File: src/rtl/nanorv32_mem_arbiter.sv
// nanorv32_mem_arbiter: routes fetch and data requests onto a ROM read port and a RAM port,
// sharing the ROM between both masters with a fair last-grant bit.
module nanorv32_mem_arbiter #(
  parameter int AW = 15
) (
  input  logic          clk,
  input  logic          rst_n,
  input  logic          cpu_codemem_req,
  input  logic [31:0]   cpu_codemem_addr,
  output logic [31:0]   codemem_cpu_rdata,
  output logic          codemem_cpu_ack,
  input  logic          cpu_datamem_req,
  input  logic          cpu_datamem_wr,
  input  logic [31:0]   cpu_datamem_addr,
  input  logic [31:0]   cpu_datamem_wdata,
  input  logic [3:0]    cpu_datamem_bytesel,
  output logic [31:0]   datamem_cpu_rdata,
  output logic          datamem_cpu_ack,
  output logic [AW-3:0] rom_addr,
  input  logic [31:0]   rom_rdata,
  output logic [AW-3:0] ram_addr,
  output logic [3:0]    ram_we,
  output logic [31:0]   ram_wdata,
  input  logic [31:0]   ram_rdata,
  output logic          bus_err
);
  typedef enum logic [1:0] {SRC_ERR, SRC_ROM, SRC_RAM} src_t;
  src_t code_src, data_src;
  logic last_code;
  logic code_rom, data_rom, data_ram, data_rd_rom, cont, code_gnt, data_gnt;
  assign code_rom    = cpu_codemem_addr[31:AW] == '0;
  assign data_rom    = cpu_datamem_addr[31:AW] == '0;
  assign data_ram    = cpu_datamem_addr[31:AW+1] == '0 && cpu_datamem_addr[AW];
  assign data_rd_rom = cpu_datamem_req && !cpu_datamem_wr && data_rom;
  assign cont        = cpu_codemem_req && code_rom && data_rd_rom;
  // last_code set means code won the previous contention, so data wins this one
  assign code_gnt    = rst_n && cpu_codemem_req && !(cont && last_code);
  assign data_gnt    = rst_n && cpu_datamem_req && !(cont && !last_code);
  assign rom_addr    = (data_gnt && data_rd_rom) ? cpu_datamem_addr[AW-1:2] : cpu_codemem_addr[AW-1:2];
  assign ram_addr    = cpu_datamem_addr[AW-1:2];
  assign ram_wdata   = cpu_datamem_wdata;
  assign ram_we      = (data_gnt && cpu_datamem_wr && data_ram) ? cpu_datamem_bytesel : 4'b0;
  assign codemem_cpu_rdata = code_src == SRC_ROM ? rom_rdata : 32'h0;
  assign datamem_cpu_rdata = data_src == SRC_ROM ? rom_rdata : data_src == SRC_RAM ? ram_rdata : 32'h0;
  always_ff @(posedge clk or negedge rst_n) begin
    if (!rst_n) begin
      codemem_cpu_ack <= 1'b0;
      datamem_cpu_ack <= 1'b0;
      code_src        <= SRC_ERR;
      data_src        <= SRC_ERR;
      last_code       <= 1'b1;
      bus_err         <= 1'b0;
    end else begin
      codemem_cpu_ack <= code_gnt;
      datamem_cpu_ack <= data_gnt;
      code_src        <= (code_gnt && code_rom) ? SRC_ROM : SRC_ERR;
      data_src        <= (!data_gnt || cpu_datamem_wr) ? SRC_ERR : data_rom ? SRC_ROM : data_ram ? SRC_RAM : SRC_ERR;
      if (cont)
        last_code <= code_gnt;
      // fetch outside ROM, data to ERR, or data write into ROM
      if ((code_gnt && !code_rom) || (data_gnt && !data_ram && (cpu_datamem_wr || !data_rom)))
        bus_err <= 1'b1;
    end
  end
endmodule

File: config.mk
export PLATFORM = sky130hd
export DESIGN_NAME = nanorv32_mem_arbiter
export DESIGN_NICKNAME = d
export VERILOG_FILES = /design/src/rtl/nanorv32_mem_arbiter.sv
export SDC_FILE = /design/constraint.sdc
export NUM_CORES = 1
export LEC_CHECK = 0
export BUFFER_PORTS_ARGS = -buffer_cell sky130_fd_sc_hd__buf_2
export CORE_AREA = 2 2 117 119
export DETAILED_ROUTE_END_ITERATION = 12
export DIE_AREA = 0 0 119 121
export PLACE_DENSITY_LB_ADDON = 0.15
export SKIP_LAST_GASP = 1
export SLEW_MARGIN = 10
export SYNTH_ARGS = -nofsm -noshare
export SYNTH_HDL_FRONTEND = slang
export SYNTH_SLANG_ARGS = --single-unit
File: constraint.sdc
create_clock -name clk -period 2.3 [get_ports clk]
set_clock_uncertainty 0.05 [all_clocks]
set_input_delay 0.23 -clock clk [delete_from_list [all_inputs] [get_ports clk]]
set_output_delay 0.23 -clock clk [all_outputs]
set_load 0.02 [all_outputs]
==> flow_metrics.tcl, run 1 <==
set metrics [dict create \
    start_kind "flip-flop" \
    vias 2127 \
    synth_xor_area_frac 0 \
    port_buffers 229 \
    ys_types 28 \
    dp_hpwl_mm 5.62 \
    cp_cell_sequence "nor2b_1 -> nand3_1 -> o211ai_2 -> buf_12 -> mux2_2 -> buf_2" \
    hold_violations 0 \
    grt_pass1_vias 1943 \
    synthCells 189 \
    synth.most_common_cell "buf_4" \
    max_stage_delay_ps 380 \
    ys.flop_type "dfrtp_1" \
    drt_iter0_drc 25 \
    ys_ff_latch 7 \
    cts_buffers 3 \
    num_io_pins 298 \
    regArea_um2 176 \
    async_flop_share 1.00 \
    start_util 0.118 \
    diodes 0 \
    core_um2 13100 \
    ys.warnings.count 0 \
    dieWidth_um 119 \
    critPathKind "reg -> out" \
    antenna_left 0 \
    arrival_ps 1860 \
    cp_max_fo 13 \
    multi_input_area_um2 982 \
    leakage_nw 1.59 \
    period_share 0.933 \
    grtUsageTotal 0.0822 \
    htree_levels 1 \
    synth_compound_area_frac 0.214 \
    cts_sinks 7 \
    grt_antenna_before_repair 0 \
    worst_pin_slew_ps 404 \
    overflow 0 \
    cts_tree "done" \
    syn_area_um2 1550 \
    avgSynthCellArea_um2 8.18 \
    synthAdderAreaFrac 0 \
    rsz0062_at_grt "false" \
    fmax_mhz 466 \
    vdd_drop_max_mv 0.169 \
    synth_edf_count 0 \
    netlist.area_leader.share 0.219 \
    slew_violations 0 \
    tns_ps 0 \
    synthTopCellsByCount "buf_4, and2_1, a22o_1" \
    postRouteWirelength_mm 6.56 \
    drt-vias-per-instance 3.87 \
    p_per_area_nw_per_um2 238 \
    critPathRequiredTime_ps 2020 \
    clk_path_buf_depth 2 \
    synthSimpleGateAreaFrac 0.288 \
    grt_pass1_wl_mm 9.51 \
    wl_per_cell_um 11.9 \
    nets 543 \
    cts-root-buf "clkbuf_16" \
    grt_max_degree 33 \
    synth_top_family_by_area "simple AND/OR/NAND/NOR gates" \
    layout-drive-gt1-share 0.700 \
    area_growth_pct 73.8 \
    min_path_type "in -> reg" \
    clk_pin_slew_ps 40 \
    fin_ws_ps 155 \
    drc 0 \
    maxCapViolCount 0 \
    ys_top_cells_by_area "buf_4, a22o_1, and2_1, dfrtp_1, mux2_4" \
    cpMaxStageDelayCell "dfstp_2" \
    synth.area.mux_share 0.126 \
    num-fill-cells 1476 \
    status "finished, final reports clean" \
    final_cells 549 \
    synthesis.nets 358 \
    setup_violations 0 \
    synth-seq-area-share 0.114 \
    end_kind "primary output" \
    rows 42 \
    preCtsSetupSlack_ps 161 \
    placed_cells 544 \
    dieArea_um2 14400 \
    yosysTopAreaCell "buf_4" \
    die-height_um 121 \
    clk_latency_ps 230 \
    place_congestion 0.673 \
    fin_crit_ps 2140 \
    slew_headroom 0.724 \
    drtPass1Iterations 3 \
]
==> cells in the final DEF (no fill, tap or decap), drive strengths merged, types with 2 or more instances in the layout <==
cell	instances
inv	2
dfrtp	6
a22o	32
buf	236
nor4	11
clkbuf	4
mux2	14
nand2	6
and2	37
nor2	2
nor2b	4
nand3	3
nor3	3
==> timing repair <==
| action | 4_1_cts | 5_1_grt |
|---|---|---|
| resized for setup | 0 | 1 |
| endpoints found under the setup margin | 0 | 4 |
| buffers inserted | 0 | 0 |
| endpoints found under the hold margin | 6 | 0 |
| hold buffers | 1 | 0 |
==> per-stage QoR <==
stage	hold WS, ps	instance area [µm²]	utilization	power, W
CTS	232	2680	0.205	0.000646
detailed placement	118	2590	0.198	0.000352
global route	254	2690	0.205	0.000672
global placement	131	2590	0.198	0.000351
finish	224	2690	0.205	0.000639
floorplan	-116	1550	-	0.000290
==> metal layers <==
| metal | global-route usage | up-vias | wire length [µm] |
|---|---|---|---|
| met3 | 0.0287 | 2 | 805 |
| met4 | 0.0112 | 0 | 23 |
| li1 | - | 1011 | - |
| met2 | 0.171 | 180 | 3500 |
| met1 | 0.0782 | 934 | 2230 |
| met5 | 0 | - | 0 |
==> layout make-up <==
class,instances,share of cell area
Timing Repair Buffer,237,0.455
Multi-Input combinational cell,123,0.366
Tap cell,176,0.0820
Sequential cell,7,0.0657
Clock buffer,4,0.0293
Inverter,2,0.00279
==> state kept, by name, indices dropped and copies added (netlist names) <==
| signal | count |
|---|---|
| data_src | 2 |
| bus_err | 1 |
| code_src | 1 |
| datamem_cpu_ack | 1 |
| last_code | 1 |
| codemem_cpu_ack | 1 |
==> cell families (layout without fill, tap and decap cells) <==
family | count (synthesis) | in the layout
multiplexers | 14 | 14
AND/OR/NAND/NOR | 71 | 71
AO/OA/AOI/OAI | 38 | 38
buffers and inverters | 59 | 243
flip-flops | 7 | 7
==> power breakdown <==
group	switching, W	leakage [nW]	total, W	internal (W)
Combinational	0.000104	1.47	0.000223	0.000119
Clock	0.0000593	0.0382	0.000289	0.000230
Sequential	0.000000378	0.0868	0.000126	0.000126
Total	0.000164	1.59	0.000639	0.000475
==> critical path, delay by kind of cell, from the launching register on <==
family	cells	cell delay (ps)
AND/OR/NAND/NOR	2	340
flip-flops	1	380
multiplexers	1	360
AO/OA/AOI/OAI	1	200
buffers and inverters	2	340
==> final timing paths <==
| path | startpoint | end | slack [ps] | cells past startpoint |
|---|---|---|---|---|
| min | cpu_datamem_req | codemem_cpu_ack | 220 | 2 |
| max | last_code | rom_addr[12] | 160 | 6 |
| min in group asynchronous | rst_n | datamem_cpu_ack | 430 | 3 |
| min reg2reg | bus_err | bus_err | 440 | 2 |
| max reg2reg | last_code | data_src[0] | 1050 | 2 |
| max in group asynchronous | rst_n | last_code | 1560 | 3 |
(Power assumes the default switching activity.)
==> run 2, diff against run 1 <==
Settings changed: CELL_PAD_IN_SITES_DETAIL_PLACEMENT set to 0, CELL_PAD_IN_SITES_GLOBAL_PLACEMENT set to 1, CORE_AREA 2 2 117 119 to 2 2 115 117, DIE_AREA 0 0 119 121 to 0 0 117 119.
==> flow_metrics.tcl, run 2 (synthesized netlist as in run 1, its figures left out) <==
set metrics [dict create \
    slew_headroom 0.728 \
    grt_pass1_vias 1981 \
    cp_cell_sequence "buf_2 -> or4_4 -> nor4_4 -> o211ai_2 -> buf_12 -> mux2_4 -> buf_2" \
    place_area_um2 2580 \
    rsz0062_at_grt "false" \
    power_frac_seq 0.198 \
    place_congestion 0.700 \
    comb_power_share 0.347 \
    tns_ps 0 \
    drtPass1Iterations 6 \
    multi_input_area_um2 982 \
    max_stage_delay_ps 570 \
    min_path_type "in -> reg" \
    cts-root-buf "clkbuf_16" \
    grt_antenna_before_repair 0 \
    critPathKind "in -> out" \
    met3_length_um 862 \
    cpMaxStageDelayCell "or4_4" \
    nets 542 \
    start_util 0.120 \
    regArea_um2 176 \
    diodes 0 \
    dieWidth_um 117 \
    cp_max_fo 13 \
    cts_buffers 3 \
    p_total_w 0.000638 \
    core_um2 12900 \
    overflow 0 \
    worst_pin_slew_ps 398 \
    area_growth_pct 73.4 \
    cts_tree "done" \
    die-height_um 119 \
    p_int_w 0.000474 \
    drt-vias-per-instance 3.82 \
    grt_max_degree 33 \
    drc 0 \
    htree_levels 1 \
    fin_crit_ps 2130 \
    arrival_ps 1850 \
    num-fill-cells 1434 \
    postRouteWirelength_mm 7.06 \
    pwr-share-clk 0.455 \
    maxCapViolCount 0 \
    regMostFlops "data_src" \
    p_switching_w 0.000164 \
    p_per_area_nw_per_um2 238 \
    port_buffers 229 \
    final_common_cell "buf_2" \
    reg2reg_slack_ps 1070 \
    grtUsageTotal 0.0892 \
    vdd_drop_max_mv 0.164 \
    status "finished, final reports clean" \
    met1_length_mm 2.52 \
    cts_sinks 7 \
    wl_per_cell_um 12.9 \
    start_kind "primary input" \
    stdcell_area_um2 2680 \
    whs_ps 229 \
    dieArea_um2 13900 \
    rows 42 \
    vias 2096 \
    end_kind "primary output" \
    clk_path_buf_depth 2 \
    largest_reg_flops 2 \
    layout-drive-gt1-share 0.699 \
    clk_latency_ps 230 \
    leakage_nw 1.59 \
    drt_iter0_drc 50 \
    layout_common_cells "buf_2, and2_1, a22o_1" \
    hold_violations 0 \
    highest_layer "met4" \
    wl_met2_mm 3.57 \
    critPathRequiredTime_ps 2020 \
    antenna_left 0 \
    clk_pin_slew_ps 30 \
    fmax_mhz 470 \
    slew_violations 0 \
    setup_violations 0 \
    grt_pass1_wl_mm 9.67 \
    num_io_pins 298 \
    dp_hpwl_mm 6.08 \
    p_sw_frac 0.257 \
    path_common_cell "buf_2" \
    period_share 0.926 \
]
[run 2: cell types whose count changed in the layout (fill, tap and decap cells not counted)]
cell   delta
buf_4     -1
[run 2: repair_timing]
| action | CTS | global route |
|---|---|---|
| hold buffers | 1 | 0 |
| endpoints found under the setup margin | 0 | 3 |
| resized for setup | 0 | 1 |
| endpoints found under the hold margin | 6 | 0 |
| buffers inserted | 0 | 0 |
[run 2: worst max-delay path, delay by kind of cell]
family                 cells  cell delay (ps)
muxes                      1              290
buffers and inverters      3              440
and+or+nand+nor            2              730
AOI/OAI and AO/OA          1              150
[run 2: per-layer routing]
metal / track usage / up-vias
li1: - / 1008
met1: 0.0837 / 912
met2: 0.179 / 170
met3: 0.0239 / 6
met4: 0.0309 / 0
met5: 0 / -
[run 2: final cells by class]
cell class                 count  area share
clock buffer                   4      0.0294
inverter                       2     0.00280
multi-input combinational    123       0.367
sequential                     7      0.0659
tap                          176      0.0822
timing repair buffer         236       0.453
[run 2: final timing paths]
kind                                       from              end  cells after the start
min in group asynchronous                 rst_n  codemem_cpu_ack                      3
setup reg to reg                      last_code      data_src[0]                      2
setup / recovery           cpu_datamem_addr[27]      rom_addr[9]                      7
hold / removal                  cpu_datamem_req  codemem_cpu_ack                      2
max in group asynchronous                 rst_n        last_code                      3
hold reg to reg                         bus_err          bus_err                      2
[run 2: per-stage QoR]
stage          cells  utilization  setup WS, ps
2_1_floorplan    189            -           418
3_3_place_gp     543        0.201           166
3_5_place_dp     543        0.201           166
4_1_cts          548        0.208           163
5_1_grt          548        0.208          45.4
6_report         548        0.208           170
[run 2: power by group through the flow]
stage               sequential, W  combinational (W)  clock (W)
CTS                      0.000126           0.000225   0.000296
detailed placement       0.000128           0.000223          0
finish                   0.000126           0.000222   0.000290
global placement         0.000128           0.000221          0
floorplan                0.000130           0.000160          0
global route             0.000126           0.000242   0.000306
==> run 3, diff against run 2 <==
Settings changed: CORE_AREA 2 2 115 117 to 2 2 114 116, DIE_AREA 0 0 117 119 to 0 0 116 118.
Clock period 2.3 ns to 2.55 ns, I/O delays scaled along.
==> flow_metrics.tcl, run 3 (synthesized netlist as in run 1, its figures left out) <==
set metrics [dict create \
    post_cts_buffers 0 \
    diodes 0 \
    final_common_cell "buf_2" \
    port_buffers 229 \
    grtUsageTotal 0.0808 \
    preCtsSetupSlack_ps 318 \
    p_switching_w 0.000146 \
    drc 0 \
    vdd_drop_max_mv 0.149 \
    cts_tree "done" \
    grt_max_degree 33 \
    clk_latency_ps 230 \
    setup_violations 0 \
    core_um2 12400 \
    pwr-share-clk 0.461 \
    comb_power_share 0.340 \
    place_congestion 0.675 \
    min_from "cpu_datamem_req" \
    p_int_w 0.000427 \
    num_io_pins 298 \
    tns_ps 0 \
    cp_max_fo 13 \
    rows 41 \
    postRouteWirelength_mm 6.42 \
    cts-root-buf "clkbuf_16" \
    rr_startpoint "last_code" \
    arrival_ps 1910 \
    dieWidth_um 116 \
    regMostFlops "data_src" \
    hold_violations 0 \
    antenna_left 0 \
    largest_reg_flops 2 \
    start_util 0.124 \
    leakage_nw 1.59 \
    path_common_cell "buf_2" \
    slew_headroom 0.739 \
    grt_pass1_vias 1808 \
    area_growth_pct 72.5 \
    layout-drive-gt1-share 0.694 \
    status "finished, final reports clean" \
    clk_path_buf_depth 2 \
    fin_ws_ps 338 \
    min_path_type "in -> reg" \
    grt_pass1_wl_mm 8.97 \
    worst_pin_slew_ps 387 \
    die-height_um 118 \
    critPathRequiredTime_ps 2250 \
    htree_levels 1 \
    power_frac_seq 0.199 \
    start_kind "primary input" \
    p_sw_frac 0.255 \
    drt-vias-per-instance 3.77 \
    drt_iter0_drc 51 \
    dp_hpwl_mm 5.48 \
    maxCapViolCount 0 \
    cts_buffers 3 \
    layout_common_cells "buf_2, and2_1, a22o_1" \
    cpMaxStageDelayCell "or4_4" \
    vias 2053 \
    cp_cell_sequence "buf_2 -> or4_4 -> nor4_4 -> o211ai_2 -> buf_4 -> mux2_4 -> buf_2" \
    grt_antenna_before_repair 0 \
    num-fill-cells 1444 \
    critical_path.startpoint "cpu_datamem_addr[27]" \
    p_per_area_nw_per_um2 215 \
    slew_violations 0 \
    rsz0062_at_grt "false" \
    overflow 0 \
    cts_sinks 7 \
    period_share 0.867 \
    fmax_mhz 452 \
    fin_crit_ps 2210 \
    dieArea_um2 13700 \
    wl_per_cell_um 11.8 \
    end_kind "primary output" \
    ctsResizeCount 0 \
    drtPass1Iterations 4 \
    critical_path_buf_inv_count 3 \
    cpLargestDelayFamily "simple AND/OR/NAND/NOR gates" \
    critPathKind "in -> out" \
    nets 543 \
    clk_pin_slew_ps 40 \
    max_stage_delay_ps 570 \
]
## run 3: cell count changes in the layout (fill, tap and decap cells not counted)
cell	delta
buf_12	-1
buf_4	+1
dlygate4sd3_1	+1
nor4_1	+1
nor4_2	-1
## run 3: path summary, 6_finish.rpt
| kind | slack, ps | cells after the start | to |
|---|---|---|---|
| min | 260 | 2 | codemem_cpu_ack |
| max reg2reg | 1350 | 2 | data_src[0] |
| min in group asynchronous | 450 | 2 | codemem_cpu_ack |
| max in group asynchronous | 1780 | 2 | bus_err |
| min reg2reg | 420 | 2 | bus_err |
| max | 340 | 7 | rom_addr[11] |
## run 3: per-layer routing
metal | track usage | vias up | part of all wire | routed length, µm
met5 | 0 | - | 0 | 0
met4 | 0.0134 | 0 | 0.0022 | 14
met3 | 0.0211 | 2 | 0.12 | 760
met2 | 0.164 | 140 | 0.53 | 3400
met1 | 0.0805 | 903 | 0.35 | 2250
li1 | - | 1008 | - | -
## run 3: power groups by stage
stage               Combinational, W  Clock, W  Sequential, W
floorplan                   0.000144         0       0.000117
global placement            0.000193         0       0.000115
detailed placement          0.000194         0       0.000115
CTS                         0.000198  0.000267       0.000114
global route                0.000213  0.000277       0.000114
finish                      0.000195  0.000264       0.000114
## run 3: cell type report
| type | count | area, µm² | share of cell area |
|---|---|---|---|
| clock buffers | 4 | 78.8 | 0.0296 |
| inverters | 2 | 7.51 | 0.00282 |
| multi-input cells | 123 | 976 | 0.366 |
| flip-flops and latches | 7 | 176 | 0.0662 |
| well taps | 172 | 215 | 0.0808 |
| repair buffers | 237 | 1210 | 0.454 |
## run 3: what timing repair did
item | CTS | global route
hold buffers | 2 | 0
endpoints found under the hold margin | 6 | 0
endpoints found under the setup margin | 0 | 0
## run 3: stage by stage
stage / hold WS [ps] / std cells / total power, W / cell area (µm²) / util
finish: 262 / 545 / 0.000573 / 2670 / 0.215
global route: 280 / 545 / 0.000604 / 2670 / 0.215
CTS: 261 / 545 / 0.000578 / 2670 / 0.215
detailed placement: 64.2 / 539 / 0.000309 / 2570 / 0.207
global placement: 67.8 / 539 / 0.000308 / 2570 / 0.207
floorplan: -90.6 / 189 / 0.000261 / 1550 / -
